===== src/rtl/filter_pkg.sv =====
// Shared constants for the serial biquad filter: operand select codes,
// default datapath widths and the frame length used by the sequencer.
package filter_pkg;

    localparam int DW_DEF    = 16;
    localparam int CW_DEF    = 16;
    localparam int FRAC_DEF  = 14;
    localparam int GUARD_DEF = 3;

    // One multiply per cycle: 1 load/commit cycle + 5 products + 1 drain.
    localparam int FRAME_LEN = 7;

    typedef enum logic [2:0] {
        SEL_X0 = 3'd0,
        SEL_X1 = 3'd1,
        SEL_X2 = 3'd2,
        SEL_Y1 = 3'd3,
        SEL_Y2 = 3'd4
    } sel_e;

endpackage


===== src/rtl/filter_datapath_if.sv =====
// Strobe/data bundle between the filter sequencer (master) and the
// arithmetic datapath (slave).
interface filter_datapath_if #(
    parameter int DW = 16,
    parameter int CW = 16
);
    logic signed [DW-1:0] x_in;
    logic signed [CW-1:0] b0;
    logic signed [CW-1:0] b1;
    logic signed [CW-1:0] b2;
    logic signed [CW-1:0] a1;
    logic signed [CW-1:0] a2;
    logic                 x_load;
    logic                 out_load;
    logic                 mult_en;
    logic                 mult_clr;
    logic                 acc_en;
    logic                 acc_clr;
    logic [2:0]           sel;
    logic signed [DW-1:0] y_out;
    logic                 y_valid;

    modport master (
        output x_in, b0, b1, b2, a1, a2,
        output x_load, out_load, mult_en, mult_clr, acc_en, acc_clr, sel,
        input  y_out, y_valid
    );

    modport slave (
        input  x_in, b0, b1, b2, a1, a2,
        input  x_load, out_load, mult_en, mult_clr, acc_en, acc_clr, sel,
        output y_out, y_valid
    );
endinterface


===== src/rtl/filter_mac.sv =====
// Operand mux, signed multiply with optional negation (feedback taps),
// product register and guarded accumulator.
module filter_mac
    import filter_pkg::*;
#(
    parameter int DW    = DW_DEF,
    parameter int CW    = CW_DEF,
    parameter int GUARD = GUARD_DEF,
    localparam int PW   = DW + CW,
    localparam int AW   = DW + CW + GUARD
) (
    input  logic                 clk,
    input  logic                 reset,
    input  logic [2:0]           sel,
    input  logic                 mult_en,
    input  logic                 mult_clr,
    input  logic                 acc_en,
    input  logic                 acc_clr,
    input  logic signed [DW-1:0] x0,
    input  logic signed [DW-1:0] x1,
    input  logic signed [DW-1:0] x2,
    input  logic signed [DW-1:0] y1,
    input  logic signed [DW-1:0] y2,
    input  logic signed [CW-1:0] b0,
    input  logic signed [CW-1:0] b1,
    input  logic signed [CW-1:0] b2,
    input  logic signed [CW-1:0] a1,
    input  logic signed [CW-1:0] a2,
    output logic signed [AW-1:0] acc
);

    logic signed [DW-1:0] op;
    logic signed [CW-1:0] coef;
    logic                 neg;
    logic                 sel_ok;
    logic signed [PW-1:0] op_ext;
    logic signed [PW-1:0] coef_ext;
    logic signed [PW-1:0] prod;
    logic signed [PW-1:0] p_d, p_q;
    logic signed [AW-1:0] acc_d, acc_q;

    // Pick operand/coefficient pair; feedback taps are subtracted.
    always_comb begin
        op     = '0;
        coef   = '0;
        neg    = 1'b0;
        sel_ok = 1'b1;
        case (sel)
            SEL_X0:  begin op = x0; coef = b0; end
            SEL_X1:  begin op = x1; coef = b1; end
            SEL_X2:  begin op = x2; coef = b2; end
            SEL_Y1:  begin op = y1; coef = a1; neg = 1'b1; end
            SEL_Y2:  begin op = y2; coef = a2; neg = 1'b1; end
            default: sel_ok = 1'b0;
        endcase
        // Low PW bits of the product of sign-extended operands are exact.
        op_ext   = {{CW{op[DW-1]}}, op};
        coef_ext = {{DW{coef[CW-1]}}, coef};
        prod     = op_ext * coef_ext;
    end

    // Product register: clear wins, unused select codes load zero.
    always_comb begin
        p_d = p_q;
        if (mult_clr) begin
            p_d = '0;
        end else if (mult_en) begin
            if (!sel_ok)  p_d = '0;
            else if (neg) p_d = -prod;
            else          p_d = prod;
        end
    end

    // Accumulator: clear wins over accumulate.
    always_comb begin
        acc_d = acc_q;
        if (acc_clr)     acc_d = '0;
        else if (acc_en) acc_d = acc_q + {{GUARD{p_q[PW-1]}}, p_q};
    end

    // Product and accumulator registers.
    always_ff @(posedge clk) begin
        if (reset) begin
            p_q   <= '0;
            acc_q <= '0;
        end else begin
            p_q   <= p_d;
            acc_q <= acc_d;
        end
    end

    assign acc = acc_q;

endmodule


===== src/rtl/filter_datapath.sv =====
// Biquad datapath: sample/output history, MAC, round-half-up and
// saturation ahead of the output register.
module filter_datapath
    import filter_pkg::*;
#(
    parameter int DW    = DW_DEF,
    parameter int CW    = CW_DEF,
    parameter int FRAC  = FRAC_DEF,
    parameter int GUARD = GUARD_DEF
) (
    input  logic          clk,
    input  logic          reset,
    filter_datapath_if.slave bus
);

    localparam int AW = DW + CW + GUARD;
    localparam logic signed [AW-1:0] HALF =
        {{(AW-FRAC){1'b0}}, 1'b1, {(FRAC-1){1'b0}}};
    localparam logic signed [AW-1:0] Y_MAX =
        {{(AW-DW+1){1'b0}}, {(DW-1){1'b1}}};
    localparam logic signed [AW-1:0] Y_MIN =
        {{(AW-DW+1){1'b1}}, {(DW-1){1'b0}}};

    logic signed [DW-1:0] x0_d, x0_q, x1_d, x1_q, x2_d, x2_q;
    logic signed [DW-1:0] y1_d, y1_q, y2_d, y2_q;
    logic signed [DW-1:0] y_out_d, y_out_q;
    logic                 y_valid_d, y_valid_q;
    logic signed [AW-1:0] acc;
    logic signed [AW-1:0] acc_rnd;
    logic signed [AW-1:0] acc_shr;
    logic signed [DW-1:0] y_sat;

    filter_mac #(
        .DW    (DW),
        .CW    (CW),
        .GUARD (GUARD)
    ) u_mac (
        .clk      (clk),
        .reset    (reset),
        .sel      (bus.sel),
        .mult_en  (bus.mult_en),
        .mult_clr (bus.mult_clr),
        .acc_en   (bus.acc_en),
        .acc_clr  (bus.acc_clr),
        .x0       (x0_q),
        .x1       (x1_q),
        .x2       (x2_q),
        .y1       (y1_q),
        .y2       (y2_q),
        .b0       (bus.b0),
        .b1       (bus.b1),
        .b2       (bus.b2),
        .a1       (bus.a1),
        .a2       (bus.a2),
        .acc      (acc)
    );

    // Round half up, drop fraction bits, clamp to the sample range.
    always_comb begin
        acc_rnd = acc + HALF;
        acc_shr = acc_rnd >>> FRAC;
        if (acc_shr > Y_MAX)      y_sat = Y_MAX[DW-1:0];
        else if (acc_shr < Y_MIN) y_sat = Y_MIN[DW-1:0];
        else                      y_sat = acc_shr[DW-1:0];
    end

    // History shifts and output commit, each gated by its own strobe.
    always_comb begin
        x0_d      = x0_q;
        x1_d      = x1_q;
        x2_d      = x2_q;
        y1_d      = y1_q;
        y2_d      = y2_q;
        y_out_d   = y_out_q;
        y_valid_d = bus.out_load;
        if (bus.x_load) begin
            x0_d = bus.x_in;
            x1_d = x0_q;
            x2_d = x1_q;
        end
        if (bus.out_load) begin
            y_out_d = y_sat;
            y1_d    = y_sat;
            y2_d    = y1_q;
        end
    end

    // History and output registers.
    always_ff @(posedge clk) begin
        if (reset) begin
            x0_q      <= '0;
            x1_q      <= '0;
            x2_q      <= '0;
            y1_q      <= '0;
            y2_q      <= '0;
            y_out_q   <= '0;
            y_valid_q <= 1'b0;
        end else begin
            x0_q      <= x0_d;
            x1_q      <= x1_d;
            x2_q      <= x2_d;
            y1_q      <= y1_d;
            y2_q      <= y2_d;
            y_out_q   <= y_out_d;
            y_valid_q <= y_valid_d;
        end
    end

    assign bus.y_out   = y_out_q;
    assign bus.y_valid = y_valid_q;

endmodule


===== src/flat_wrapper.sv =====
// flat-port wrapper written by rule: the top's interface ports become plain ports
module filter_datapath_flat import filter_pkg::*;
#(
    parameter int DW    = DW_DEF,
    parameter int CW    = CW_DEF,
    parameter int FRAC  = FRAC_DEF,
    parameter int GUARD = GUARD_DEF
)
  (clk, reset, bus_x_in, bus_b0, bus_b1, bus_b2, bus_a1, bus_a2, bus_x_load, bus_out_load, bus_mult_en, bus_mult_clr, bus_acc_en, bus_acc_clr, bus_sel, bus_y_out, bus_y_valid);
  filter_datapath_if #(.DW(DW), .CW(CW)) bus_i ();
  input  logic clk;
  input  logic reset;
  input wire logic [$bits(bus_i.x_in)-1:0] bus_x_in;
  input wire logic [$bits(bus_i.b0)-1:0] bus_b0;
  input wire logic [$bits(bus_i.b1)-1:0] bus_b1;
  input wire logic [$bits(bus_i.b2)-1:0] bus_b2;
  input wire logic [$bits(bus_i.a1)-1:0] bus_a1;
  input wire logic [$bits(bus_i.a2)-1:0] bus_a2;
  input wire logic [$bits(bus_i.x_load)-1:0] bus_x_load;
  input wire logic [$bits(bus_i.out_load)-1:0] bus_out_load;
  input wire logic [$bits(bus_i.mult_en)-1:0] bus_mult_en;
  input wire logic [$bits(bus_i.mult_clr)-1:0] bus_mult_clr;
  input wire logic [$bits(bus_i.acc_en)-1:0] bus_acc_en;
  input wire logic [$bits(bus_i.acc_clr)-1:0] bus_acc_clr;
  input wire logic [$bits(bus_i.sel)-1:0] bus_sel;
  output wire logic [$bits(bus_i.y_out)-1:0] bus_y_out;
  output wire logic [$bits(bus_i.y_valid)-1:0] bus_y_valid;
  assign bus_i.x_in = bus_x_in;
  assign bus_i.b0 = bus_b0;
  assign bus_i.b1 = bus_b1;
  assign bus_i.b2 = bus_b2;
  assign bus_i.a1 = bus_a1;
  assign bus_i.a2 = bus_a2;
  assign bus_i.x_load = bus_x_load;
  assign bus_i.out_load = bus_out_load;
  assign bus_i.mult_en = bus_mult_en;
  assign bus_i.mult_clr = bus_mult_clr;
  assign bus_i.acc_en = bus_acc_en;
  assign bus_i.acc_clr = bus_acc_clr;
  assign bus_i.sel = bus_sel;
  assign bus_y_out = bus_i.y_out;
  assign bus_y_valid = bus_i.y_valid;
  filter_datapath #(.DW(DW), .CW(CW), .FRAC(FRAC), .GUARD(GUARD)) u_core (.clk(clk), .reset(reset), .bus(bus_i));
endmodule

===== config.mk =====
export PLATFORM = sky130hd
export DESIGN_NAME = filter_datapath_flat
export DESIGN_NICKNAME = d
export VERILOG_FILES = /design/src/rtl/filter_pkg.sv /design/src/rtl/filter_datapath_if.sv /design/src/rtl/filter_mac.sv /design/src/rtl/filter_datapath.sv /design/src/flat_wrapper.sv
export SDC_FILE = /design/constraint.sdc
export NUM_CORES = 1
export LEC_CHECK = 0
export CAP_MARGIN = 20
export CORE_ASPECT_RATIO = 0.6
export CORE_UTILIZATION = 65
export CTS_CLUSTER_DIAMETER = 120
export DETAILED_ROUTE_END_ITERATION = 8
export PLACE_DENSITY = 0.86
export SLEW_MARGIN = 0
export SYNTH_ARGS = -nofsm -noshare
export SYNTH_HDL_FRONTEND = slang
export SYNTH_HIERARCHICAL = 1
export SYNTH_SLANG_ARGS = --single-unit

===== constraint.sdc =====
create_clock -name clk -period 25 [get_ports clk]
set_input_delay 5 -clock clk [delete_from_list [all_inputs] [get_ports clk]]
set_output_delay 5 -clock clk [all_outputs]
set_load 0.005 [all_outputs]

==> run summary <==
post-synthesis sequential area ratio: 15.40%
Synth top area share: 27.37%
post-CTS setup buffers: 0
Detail Route Antenna Nets: 0
maximum vdd ir drop: 0.00004318 V
setup TNS: 0 ns
TritonCTS clock tree: built
DR iter-0 viols: 1916
Post-Syn Instances: 2234
synthesized area: 19240 um2
effective utilization at floorplan: 66.46%
hold crit path type: reg -> reg
DP HPWL: 46220 um
status: complete, no violations
Post-synth top flop: dfxtp_1
Max transition margin: 26.57%
CP Data Arrival Time: 14.20 ns
Critical Path Fanout Max: 38
Final Cycle Share: 55.43%
Min Hold Slack: 0.4926 ns
area delta synth->final: 11.06%
Mean Syn Cell Area: 8.612 um2
vias per cell: 6.130
DR WL/cell: 21.44 um
Fill cells: 2222
Setup Viol. Count Final: 0
LEAKAGE: 10.02 nW
pwr/cell area: 40.86 nW/um2
Fmax: 0.07217 GHz
routed wire length: 58290 um
CP Launch Type: input pin
vias in the first global route: 16580
Synth area leaders: fa_1 27%, dfxtp_1 15%, ha_1 7.7%
Max clock buf depth: 2
met1 Use GR: 54.55%
Overall Power: 0.8730 mW
CTS root buf: clkbuf_16
unrepaired setup endpoints after global routing: false
first-pass GRT wire length: 91630 um
Synth Warn #: 6
Final Skew: 0.01177 ns
largest area contributor in the netlist: fa_1
# resized after CTS: 0
Place WS: 10.85 ns
CTS Buf Count: 17
Row Count: 48
Hold Vio Cnt, Final: 0
initial antenna violation count: 1
syn nets: 2722
FF+latch count, synth: 148
grt peak-use layer: met2
via count: 16670
drt pass-1 iters: 8
Core ar.: 28950 um2
I/O Buffers: 123
Pins Over Slew Limit: 0
die width: 224.1 um
CP Class: in -> reg
chip height: 135.3 um
# clock sinks: 148
routability cong.: 1.033
FFs w/ async S/R, synth: 0%
CP required: 25.34 ns
worst skew pair latency: 0.45 ns
DRC: 0
# IOs: 124
met2 usage: 56.40%
CTS clk-pin slew, worst paths: 0.07 ns
GRT Util Overall: 39.89%
Post-synth EDFFs: 0
Critical Path End Type: flip-flop
r2r setup slk: 16.74 ns
worst setup margin: 11.14 ns
min cycle time layout: 13.86 ns
largest net degree at the start of global routing: 72
H-tree depth: 4
Yosys cell types: 85
gr ovfl total: 0
Least-Margin Pin Slew: 1.102 ns
nets@finish: 2793
total of max-cap violations: 0
Die Area: 30310 um2
hold_buf cts: 0
share of layout cells above drive strength 1: 4.961%
met3 track demand over resource: 17.11%
==> synthesized netlist by cell type (all sizes together), types with 8 or more instances <==
master	number
o22ai	17
xor2	33
and3	9
a22oi	24
nor2	334
a21oi	99
nor4	9
ha	118
a211oi	26
a31oi	12
o21ai	55
dfxtp	148
xnor2	74
mux2i	140
o22a	19
inv	351
nand2	157
a21o	21
buf	25
clkbuf	69
o21bai	8
nor2b	15
a221o	10
fa	263
nor3	18
and2	16
nand4	19
or2	9
o21a	11
nand2b	25
nand3	18
==> metal layers <==
| metal | vias to the layer above | wire length, um | part of all wire (%) |
|---|---|---|---|
| met5 | - | 58 | 0.10 |
| met2 | 1101 | 23520 | 40 |
| met4 | 2 | 2096 | 3.6 |
| li1 | 7418 | - | - |
| met3 | 171 | 8734 | 15 |
| met1 | 7975 | 23880 | 41 |
==> sequential cells by signal, summed over array words and instances, names as in the netlist <==
signal,flops
u_core/x1_q,16
u_core/x0_q,16
u_core/x2_q,16
u_core/bus.y_out,16
u_core/u_mac/p_q,32
u_core/y2_q,16
u_core/bus.y_valid,1
u_core/u_mac/acc,35
==> critical path: stages <==
cell	delay [ns]
clkdlybuf4s50_1	0.39
buf_4	0.27
inv_1	0.32
nand2_1	0.52
o22ai_1	1.03
nand2_1	0.22
fa_1	0.59
inv_1	0.06
fa_1	0.48
fa_1	0.78
fa_1	0.50
fa_1	0.55
inv_1	0.06
fa_1	0.53
inv_1	0.04
ha_1	0.38
and3_1	0.26
nor4_1	0.37
o21ai_0	0.18
a41oi_1	0.42
xnor2_1	0.26
nor4_1	0.42
a21oi_1	0.14
xnor2_1	0.15
a32o_1	0.25
==> per-stage QoR <==
step	instances	cell area, um2	utilization (%)
after global routing	2719	21370	73.81
after CTS	2717	21360	73.77
after detailed placement	2685	20750	71.68
after global placement	2684	20740	71.66
final	2719	21370	73.81
after floorplan	2234	19240	-
==> logic make-up (layout without fill, tap and decap cells) <==
family	Yosys count	count (layout)	synth area share, %
AOI/OAI and AO/OA	352	352	12.66
xor gates and xnor gates	107	107	4.910
adders and majority gates	381	381	35.04
buffers and inverters	446	530	8.773
DFF	148	148	15.40
muxes	150	150	8.221
other	0	1	0
and+or+nand+nor	650	650	14.99
==> report_power, final <==
part | total [mW] | switching (mW) | internal (mW) | leakage [nW]
registers | 0.255 | 0.0104 | 0.244 | 1.20
clock network | 0.262 | 0.126 | 0.136 | 0.296
logic | 0.356 | 0.218 | 0.139 | 8.52
total | 0.873 | 0.355 | 0.518 | 10.0
==> cell type report <==
| cell class | instances | area (um2) | share of cell area (%) |
|---|---|---|---|
| Timing Repair Buffer | 146 | 1381 | 6.465 |
| Clock buffer | 17 | 425.4 | 1.991 |
| Multi-Input combinational cell | 1640 | 14590 | 68.30 |
| Sequential cell | 148 | 2963 | 13.87 |
| Clock inverter | 15 | 178.9 | 0.8374 |
| Inverter | 352 | 1321 | 6.184 |
| Antenna cell | 1 | 2.502 | 0.01171 |
| Tap cell | 400 | 500.5 | 2.342 |
==> placed cells by master, fill, tap and decap left out, drive strengths merged, types with 26 or more instances in the layout <==
cell type        n
inv            359
nor2           334
fa             263
nand2          157
dfxtp          148
mux2i          140
clkdlybuf4s50  118
ha             118
a21oi           99
xnor2           74
o21ai           55
xor2            33
buf             28
a211oi          26
==> final timing paths <==
path                             from                    to  depth (start not counted)
setup / recovery           bus_sel[2]  u_core/u_mac/p_q[30]                         25
setup reg to reg       u_core/x0_q[6]  u_core/u_mac/p_q[30]                         24
hold / removal    u_core/u_mac/acc[8]   u_core/u_mac/acc[8]                          2
hold reg to reg   u_core/u_mac/acc[8]   u_core/u_mac/acc[8]                          2
Power figures use the tool's default switching activity.
==> RTL edit: new RTL, same settings <==
Make the reset (`reset`) asynchronous in 2 clocked blocks.
--- a/src/rtl/filter_mac.sv
+++ b/src/rtl/filter_mac.sv
@@ -79,7 +79,7 @@
     end
 
     // Product and accumulator registers.
-    always_ff @(posedge clk) begin
+    always_ff @(posedge clk or posedge reset) begin
         if (reset) begin
             p_q   <= '0;
             acc_q <= '0;
--- a/src/rtl/filter_datapath.sv
+++ b/src/rtl/filter_datapath.sv
@@ -86,7 +86,7 @@
     end
 
     // History and output registers.
-    always_ff @(posedge clk) begin
+    always_ff @(posedge clk or posedge reset) begin
         if (reset) begin
             x0_q      <= '0;
             x1_q      <= '0;
Check against the original RTL: differs if reset is asserted again (counterexample within 4 cycles, from zero or initial values and one cycle with reset high); with reset held inactive, the same outputs for 4 cycles.
==> RTL edit against the original RTL <==
Area after synthesis is 3.6% higher. Sequential cell count stayed put. Setup slack worse by 0.093 ns. Critical path depth increased by 2. Routed wire length is 2.4% higher. Design area is 3.8% higher. Critical path type unchanged.
Power is left out: it rests on default switching activity, and per cell area and clock period it moved more than threefold.
==> RTL edit: results (changes against the original RTL) <==
metric	value	unit	change
status	complete, no violations		
Multi-input gate area	0.0146	mm2	+0.13%
worst reg-to-reg setup slack	16.61	ns	-0.13 ns
clock skew	0.00956	ns	-0.00221 ns
Worst EP arrival	14.26	ns	+0.06 ns
Critical R2R Launch	u_core/bus.y_out[12]		
FFs w/ async S/R, synth	1.00		+1.00
crit-path max FO	36		-5.3%
post-DR wirelength/cell	22.4	um	+4.3%
slowest stage delay, CP	0.82	ns	-0.21 ns
First-pass DRT Iterations	6		-2
top cells by area, synth	fa_1 26%, dfrtp_1 19%, ha_1 7.4%		
Worst-Margin Slew	1.13	ns	+0.0291 ns
antenna violations before repair	0		-1
largest net degree at the start of global routing	82		+14%
synthesized-area fraction occupied by adder cells	0.339		-0.0117
hold_sp	u_core/u_mac/p_q[5]		
routability congestion estimate	1.03		-0.40%
# fillers	2123		-4.5%
crit path to	u_core/u_mac/p_q[31]		
DPL Wire Length	47400	um	+2.6%
fraction of area in registers	0.167		+0.0283
WHS Endpoint	u_core/u_mac/p_q[5]		
Non-clk bufs	152		+4.1%
Seq/Total Area, Yosys	0.186		+0.0318
Non-clock buffers, area share	0.0657		+0.00100
Non-Clock Inverter Count	341		-3.1%
Iteration-0 DRC Markers	1859		-3.0%
post-synth cell types	102		+20%
post-synthesis mux area share	0.0847		+0.00247
-- RTL edit: routing by layer --
layer	GRT usage	wire length, um
met1	0.554	24800
met2	0.563	24600
met3	0.168	8840
met4	0.0969	1380
met5	0.0266	110
-- RTL edit: worst max-delay path: cells and delay by family --
family,cells,cell delay (ns)
fa+ha+maj,7,3.69
compound gates,10,2.95
buf+inv,6,1.29
simple gates,3,1.13
xor+xnor,1,0.16
-- RTL edit: through the flow --
step | hold WS (ns) | utilization | area (um2) | cells
global placement | 0.484 | 0.716 | 21500 | 2635
detailed placement | 0.486 | 0.716 | 21500 | 2636
floorplan | 0.453 | - | 19900 | 2160
CTS | 0.501 | 0.737 | 22100 | 2666
global route | 0.524 | 0.738 | 22200 | 2668
finish | 0.502 | 0.738 | 22200 | 2668
